`src/rtl/muldiv_unit.sv`:
```
// -----------------------------------------------------------------------------
// muldiv_unit
//
// Iterative RV32M multiply/divide unit. One radix-2 step per clock: shift-add
// for multiplies, restoring division for divides. Every operation takes the
// same number of cycles regardless of opcode or operand values.
//
// Handshake: start is a request that is accepted only while the unit is IDLE
// (busy=0, done=0); requests in any other state are dropped. done is a
// one-cycle pulse and ALUResult holds its value from done until the next
// accepted start. flush aborts any operation and wins over start.
//
// Ports
//   clk          clock, all state updates on the rising edge
//   rst_n        asynchronous active-low reset
//   start        operation request (sampled in IDLE only)
//   flush        synchronous abort, returns to IDLE
//   Operation    funct3: MUL, MULH, MULHSU, MULHU, DIV, DIVU, REM, REMU
//   SrcA, SrcB   multiplicand/dividend, multiplier/divisor
//   busy         high in PREP, CALC and FIX
//   done         one-cycle pulse, ALUResult valid
//   ALUResult    selected result
//   dbg_state_o  current FSM state (for checkers)
// -----------------------------------------------------------------------------
module muldiv_unit #(
    parameter int DATA_WIDTH = 32,
    parameter int OP_WIDTH   = 3
) (
    input  logic                  clk,
    input  logic                  rst_n,
    input  logic                  start,
    input  logic                  flush,
    input  logic [OP_WIDTH-1:0]   Operation,
    input  logic [DATA_WIDTH-1:0] SrcA,
    input  logic [DATA_WIDTH-1:0] SrcB,
    output logic                  busy,
    output logic                  done,
    output logic [DATA_WIDTH-1:0] ALUResult,
    output logic [2:0]            dbg_state_o
);

    localparam int W  = DATA_WIDTH;
    localparam int CW = $clog2(DATA_WIDTH + 1);

    typedef enum logic [2:0] {
        S_IDLE = 3'd0,
        S_PREP = 3'd1,
        S_CALC = 3'd2,
        S_FIX  = 3'd3,
        S_DONE = 3'd4
    } state_t;

    state_t              state_q, state_d;
    logic [OP_WIDTH-1:0] op_q, op_d;
    logic [W-1:0]        a_q, a_d;        // SrcA as issued
    logic [W-1:0]        b_q, b_d;        // SrcB as issued
    logic [W-1:0]        m_q, m_d;        // |multiplicand| or |divisor|
    logic [2*W-1:0]      prod_q, prod_d;  // {hi, lo}: product, or {remainder, quotient}
    logic [CW-1:0]       cnt_q, cnt_d;
    logic                neg_q, neg_d;    // product sign / quotient sign
    logic                rneg_q, rneg_d;  // remainder sign (sign of dividend)
    logic [W-1:0]        result_q, result_d;

    // ---------------------------------------------------------------
    // Operand decode (valid from PREP onwards, op_q is latched)
    // ---------------------------------------------------------------
    logic         is_div;
    logic         a_signed, b_signed;
    logic         a_neg, b_neg;
    logic [W-1:0] a_abs, b_abs;

    always_comb begin
        is_div   = op_q[2];
        // Divides: DIV/REM signed (op[0]=0). Multiplies: MULH both, MULHSU A only.
        a_signed = is_div ? ~op_q[0] : (op_q[1:0] == 2'b01 || op_q[1:0] == 2'b10);
        b_signed = is_div ? ~op_q[0] : (op_q[1:0] == 2'b01);
        a_neg    = a_signed & a_q[W-1];
        b_neg    = b_signed & b_q[W-1];
        a_abs    = a_neg ? (~a_q + 1'b1) : a_q;
        b_abs    = b_neg ? (~b_q + 1'b1) : b_q;
    end

    // ---------------------------------------------------------------
    // Single radix-2 steps
    // ---------------------------------------------------------------
    logic [W:0]     mul_add;
    logic [2*W-1:0] mul_next;
    logic [W:0]     rem_sh;
    logic [W:0]     div_diff;
    logic [2*W-1:0] div_next;

    always_comb begin
        // Shift-add: add multiplicand to the high half when the multiplier
        // LSB (in the low half) is set, then shift the whole register right.
        mul_add  = {1'b0, prod_q[2*W-1:W]} + (prod_q[0] ? {1'b0, m_q} : {(W+1){1'b0}});
        mul_next = {mul_add, prod_q[W-1:1]};

        // Restoring divide: shift next dividend bit into the partial
        // remainder; a borrow (bit W) means the trial subtraction failed.
        rem_sh   = {prod_q[2*W-1:W], prod_q[W-1]};
        div_diff = rem_sh - {1'b0, m_q};
        if (!div_diff[W]) begin
            div_next = {div_diff[W-1:0], prod_q[W-2:0], 1'b1};
        end else begin
            div_next = {rem_sh[W-1:0], prod_q[W-2:0], 1'b0};
        end
    end

    // ---------------------------------------------------------------
    // Sign correction and result select
    // ---------------------------------------------------------------
    logic [2*W-1:0] prod_fix;
    logic [W-1:0]   quo_fix, rem_fix;
    logic           b_zero;
    logic [W-1:0]   fix_result;

    always_comb begin
        b_zero   = (b_q == '0);
        prod_fix = neg_q ? (~prod_q + 1'b1) : prod_q;
        // Divide by zero bypasses the datapath result entirely.
        quo_fix  = b_zero ? {W{1'b1}}
                          : (neg_q ? (~prod_q[W-1:0] + 1'b1) : prod_q[W-1:0]);
        rem_fix  = b_zero ? a_q
                          : (rneg_q ? (~prod_q[2*W-1:W] + 1'b1) : prod_q[2*W-1:W]);
        if (!is_div) begin
            fix_result = (op_q[1:0] == 2'b00) ? prod_fix[W-1:0] : prod_fix[2*W-1:W];
        end else begin
            fix_result = op_q[1] ? rem_fix : quo_fix;
        end
    end

    // ---------------------------------------------------------------
    // FSM: state register
    // ---------------------------------------------------------------
    always_ff @(posedge clk or negedge rst_n) begin
        if (!rst_n) begin
            state_q <= S_IDLE;
        end else begin
            state_q <= state_d;
        end
    end

    // ---------------------------------------------------------------
    // FSM: next state
    // ---------------------------------------------------------------
    always_comb begin
        state_d = state_q;
        case (state_q)
            S_IDLE:  if (start) state_d = S_PREP;
            S_PREP:  state_d = S_CALC;
            S_CALC:  if (cnt_q == CW'(1)) state_d = S_FIX;
            S_FIX:   state_d = S_DONE;
            S_DONE:  state_d = S_IDLE;
            default: state_d = S_IDLE;
        endcase
        if (flush) state_d = S_IDLE;
    end

    // ---------------------------------------------------------------
    // FSM: outputs
    // ---------------------------------------------------------------
    always_comb begin
        busy        = (state_q == S_PREP) || (state_q == S_CALC) || (state_q == S_FIX);
        done        = (state_q == S_DONE);
        dbg_state_o = state_q;
        ALUResult   = result_q;
    end

    // ---------------------------------------------------------------
    // Datapath next-state
    // ---------------------------------------------------------------
    always_comb begin
        op_d     = op_q;
        a_d      = a_q;
        b_d      = b_q;
        m_d      = m_q;
        prod_d   = prod_q;
        cnt_d    = cnt_q;
        neg_d    = neg_q;
        rneg_d   = rneg_q;
        result_d = result_q;

        case (state_q)
            S_IDLE: begin
                if (start && !flush) begin
                    op_d = Operation;
                    a_d  = SrcA;
                    b_d  = SrcB;
                end
            end
            S_PREP: begin
                if (is_div) begin
                    prod_d = {{W{1'b0}}, a_abs};
                    m_d    = b_abs;
                end else begin
                    prod_d = {{W{1'b0}}, b_abs};
                    m_d    = a_abs;
                end
                neg_d  = a_neg ^ b_neg;
                rneg_d = a_neg;
                cnt_d  = CW'(W);
            end
            S_CALC: begin
                prod_d = is_div ? div_next : mul_next;
                cnt_d  = cnt_q - 1'b1;
            end
            S_FIX: begin
                if (!flush) result_d = fix_result;
            end
            default: ;
        endcase
    end

    always_ff @(posedge clk or negedge rst_n) begin
        if (!rst_n) begin
            op_q     <= '0;
            a_q      <= '0;
            b_q      <= '0;
            m_q      <= '0;
            prod_q   <= '0;
            cnt_q    <= '0;
            neg_q    <= 1'b0;
            rneg_q   <= 1'b0;
            result_q <= '0;
        end else begin
            op_q     <= op_d;
            a_q      <= a_d;
            b_q      <= b_d;
            m_q      <= m_d;
            prod_q   <= prod_d;
            cnt_q    <= cnt_d;
            neg_q    <= neg_d;
            rneg_q   <= rneg_d;
            result_q <= result_d;
        end
    end

endmodule

```
`config.mk`:
```
export PLATFORM = sky130hd
export DESIGN_NAME = muldiv_unit
export DESIGN_NICKNAME = d
export VERILOG_FILES = /design/src/rtl/muldiv_unit.sv
export SDC_FILE = /design/constraint.sdc
export NUM_CORES = 1
export LEC_CHECK = 0
export ABC_CLOCK_PERIOD_IN_PS = 6600
export CAP_MARGIN = 10
export CORE_MARGIN = 2
export CORE_UTILIZATION = 45
export CTS_CLUSTER_DIAMETER = 120
export DETAILED_ROUTE_END_ITERATION = 10
export HOLD_SLACK_MARGIN = 0.05
export PLACE_DENSITY_LB_ADDON = 0.12
export SYNTH_ARGS = -nofsm -noshare
export SYNTH_HDL_FRONTEND = slang
export SYNTH_SLANG_ARGS = --single-unit
```
`constraint.sdc`:
```
create_clock -name clk -period 6.6 [get_ports clk]
set_input_delay 0.99 -clock clk [delete_from_list [all_inputs] [get_ports clk]]
set_output_delay 0.99 -clock clk [all_outputs]
set_load 0.02 [all_outputs]
```
==> flow_metrics.tcl <==
set metrics [dict create \
    r2r_start "b_q[7]" \
    clock_latency_ns 0.58 \
    route.vias.total 16283 \
    synth_top_area_share_pct 30.2 \
    hold_class "input port to async pin" \
    drt_iter0_drc 1509 \
    cts.path.max_buffers 3 \
    fill_cells 3646 \
    syn_inst 2076 \
    worst_slew_pin_slew_ns 1.06 \
    fmax_mhz 226 \
    critical_path_class "flip-flop to flip-flop" \
    yosysWarnings 0 \
    initial_core_util_pct 45.5 \
    synthTopCellsByArea "dfrtp_1 30%, o21ai_0 6.7%, nand2_1 5.6%" \
    insertedDiodeCount 0 \
    syn_area_um2 17100 \
    required_ns 7.03 \
    cts_resized 0 \
    crit_fanout 63 \
    rsz0062_at_grt "false" \
    finClkSkew_ns 0.0203 \
    clkSinkCount 206 \
    postPlaceCellArea_um2 18400 \
    total_power_mw 10.6 \
    numPortBuffers 107 \
    final_nets 2232 \
    cp-end-kind "flip-flop" \
    grt_max_degree 118 \
    setup_violations 0 \
    seq_area_um2 5160 \
    antenna_found_initial 3 \
    ys_seq_elements 206 \
    arrival_ns 4.85 \
    cts_buffers 26 \
    drcViolationCount 0 \
    wire_per_inst_um 23.9 \
    area_growth_syn_to_layout_pct 13.2 \
    drive_gt1_share_pct 7.83 \
    viasPerCell 6.22 \
    postSynthAreaPerCell_um2 8.22 \
    synth_edf_count 0 \
    p_leak_nw 8.31 \
    final_hold_viol_count 0 \
    multi_input_area_um2 11100 \
    drtAntennaViolNets 0 \
    fin_crit_sh_pct 67.0 \
    fin_crit_ns 4.42 \
    final_cell_area_um2 19300 \
    finalSetupTns_ns 0 \
    clk_pin_slew_ns 0.06 \
    yosysSeqAreaShare_pct 30.2 \
    first_global_vias 15331 \
    dieWidth_um 199 \
    die_height_um 199 \
    gp_congestion 0.947 \
    grt-ovfl-total 0 \
    slew_violations 0 \
    cts_tree "built" \
    core-area_um2 37500 \
    finalNonFillerCells 2617 \
    async_reset_ff_share_pct 100 \
    grt_pass1_wl_mm 94.7 \
    slew_headroom_pct 29.0 \
    place_hpwl_mm 47.1 \
    maxCapViolCount 0 \
    start_kind "flip-flop" \
    num_rows 71 \
    ir_worst_vdd_uv 232 \
    synth_flop_cell "dfrtp_1" \
    yosys.area.top_type "dfrtp_1" \
    cts_root_buffer "clkbuf_16" \
    die-area_um2 39500 \
    firstDrtPassIters 8 \
    grt_use_total_pct 31.7 \
    crit_start "b_q[7]" \
    place_inst 2570 \
    synth.distinct_cells 73 \
    synthesis.nets 2221 \
    p_per_area_nw_per_um2 549 \
    cts_max_level 1 \
    ctsHoldBuffers 0 \
    cts_setup_buffers 0 \
    status "finished clean" \
    finalWirelength_mm 62.6 \
    whs_ns 0.381 \
    boundaryPins 108 \
]
[layout make-up]
type | instances | area share (%)
multi-input cells | 1656 | 57.6
flip-flops and latches | 206 | 26.7
repair buffers | 126 | 6.37
clock buffers | 34 | 3.63
well taps | 511 | 3.31
inverters | 71 | 1.38
clock inverters | 13 | 0.998
[synth_stat cells, drive strengths merged, types with 5 or more instances]
library cell  instances
nor2b                13
or4                  22
nand3                24
o211ai               13
and3                  8
nand2b               17
a211o                10
xnor2                97
a21oi               139
mux2                 75
mux2i                74
a221oi               18
nor2                152
ha                   72
or2                   9
clkbuf              121
a21o                 20
dfrtp               206
nor3                 28
xor2                104
o41ai                19
o21a                 11
inv                  70
o31ai                25
nor4                 16
a31oi                17
a22o                  5
or3                  16
a221o                11
and2                 13
a211oi               17
nand2               253
o221ai               37
o21ai               230
buf                  22
a22oi                23
nand4                15
[cell families after synthesis]
logic type,count (synthesis),synth area share [%]
AO/OA/AOI/OAI,631,23.3
XOR/XNOR,201,10.3
adder cells (fa/ha/maj),74,5.52
buffers and inverters,214,4.80
flip-flops,206,30.2
multiplexers,149,9.29
AND/OR/NAND/NOR,601,16.5
[report_power, final]
part,internal [mW],total [mW],leakage [nW],switching (mW)
Clock,0.906,1.52,0.437,0.614
Combinational,2.50,6.45,5.29,3.95
Sequential,1.72,2.63,2.58,0.908
Total,5.13,10.6,8.31,5.47
[cell usage in the layout, fill, tap and decap left out, types with 20 or more instances in the layout]
cell and count:
a21o_1 20, a21oi_1 139, a22oi_1 23, clkbuf_16 26, clkdlybuf4s50_1 106, dfrtp_1 205, ha_1 72, inv_1 70
mux2_2 75, mux2i_1 74, nand2_1 252, nand3_1 23, nor2_1 151, nor3_1 27, o21ai_0 230, o221ai_1 37
o31ai_1 25, xnor2_1 96, xor2_1 104
[through the flow]
step,setup slack (ns),utilization [%]
6_report,2.18,51.5
5_1_grt,2.03,51.5
4_1_cts,2.36,51.5
3_5_place_dp,2.40,49.1
3_3_place_gp,2.47,49.1
2_1_floorplan,3.07,-
[final timing paths]
| path | end | slack (ns) | depth (start not counted) |
|---|---|---|---|
| hold reg to reg | m_q[5] | 0.49 | 2 |
| min in group clk | m_q[5] | 0.49 | 2 |
| max in group asynchronous | op_q[2] | 5.00 | 2 |
| setup reg to reg | ALUResult[4] | 2.18 | 10 |
| hold / removal | prod_q[52] | 0.38 | 1 |
| setup / recovery | ALUResult[4] | 2.18 | 10 |
[layer usage]
metal | GRT usage [%] | up-vias | wire length, µm
met5 | 0 | - | 14
met4 | 11.4 | 2 | 2720
met3 | 5.14 | 129 | 5060
met2 | 50.5 | 705 | 28100
met1 | 43.4 | 7905 | 26700
li1 | - | 7542 | -
[sequential cells by signal, summed over array words and instances (netlist names)]
register and count:
ALUResult 32, a_q 32, b_q 32, cnt_q 6, dbg_state_o 3, m_q 32, neg_q 1, op_q 3
prod_q 64, rneg_q 1
[worst max-delay path, cell delays in order, from the launching register on]
cell       delay, ns
dfrtp_1         0.44
or4_4           0.56
or3_4           0.36
nor3_4          0.31
nand4_1         0.19
or4_2           0.58
buf_4           0.32
o21ai_0         0.61
a221oi_1        0.18
a2111oi_0       0.60
nor2_1          0.07
(Power assumes the default switching activity.)
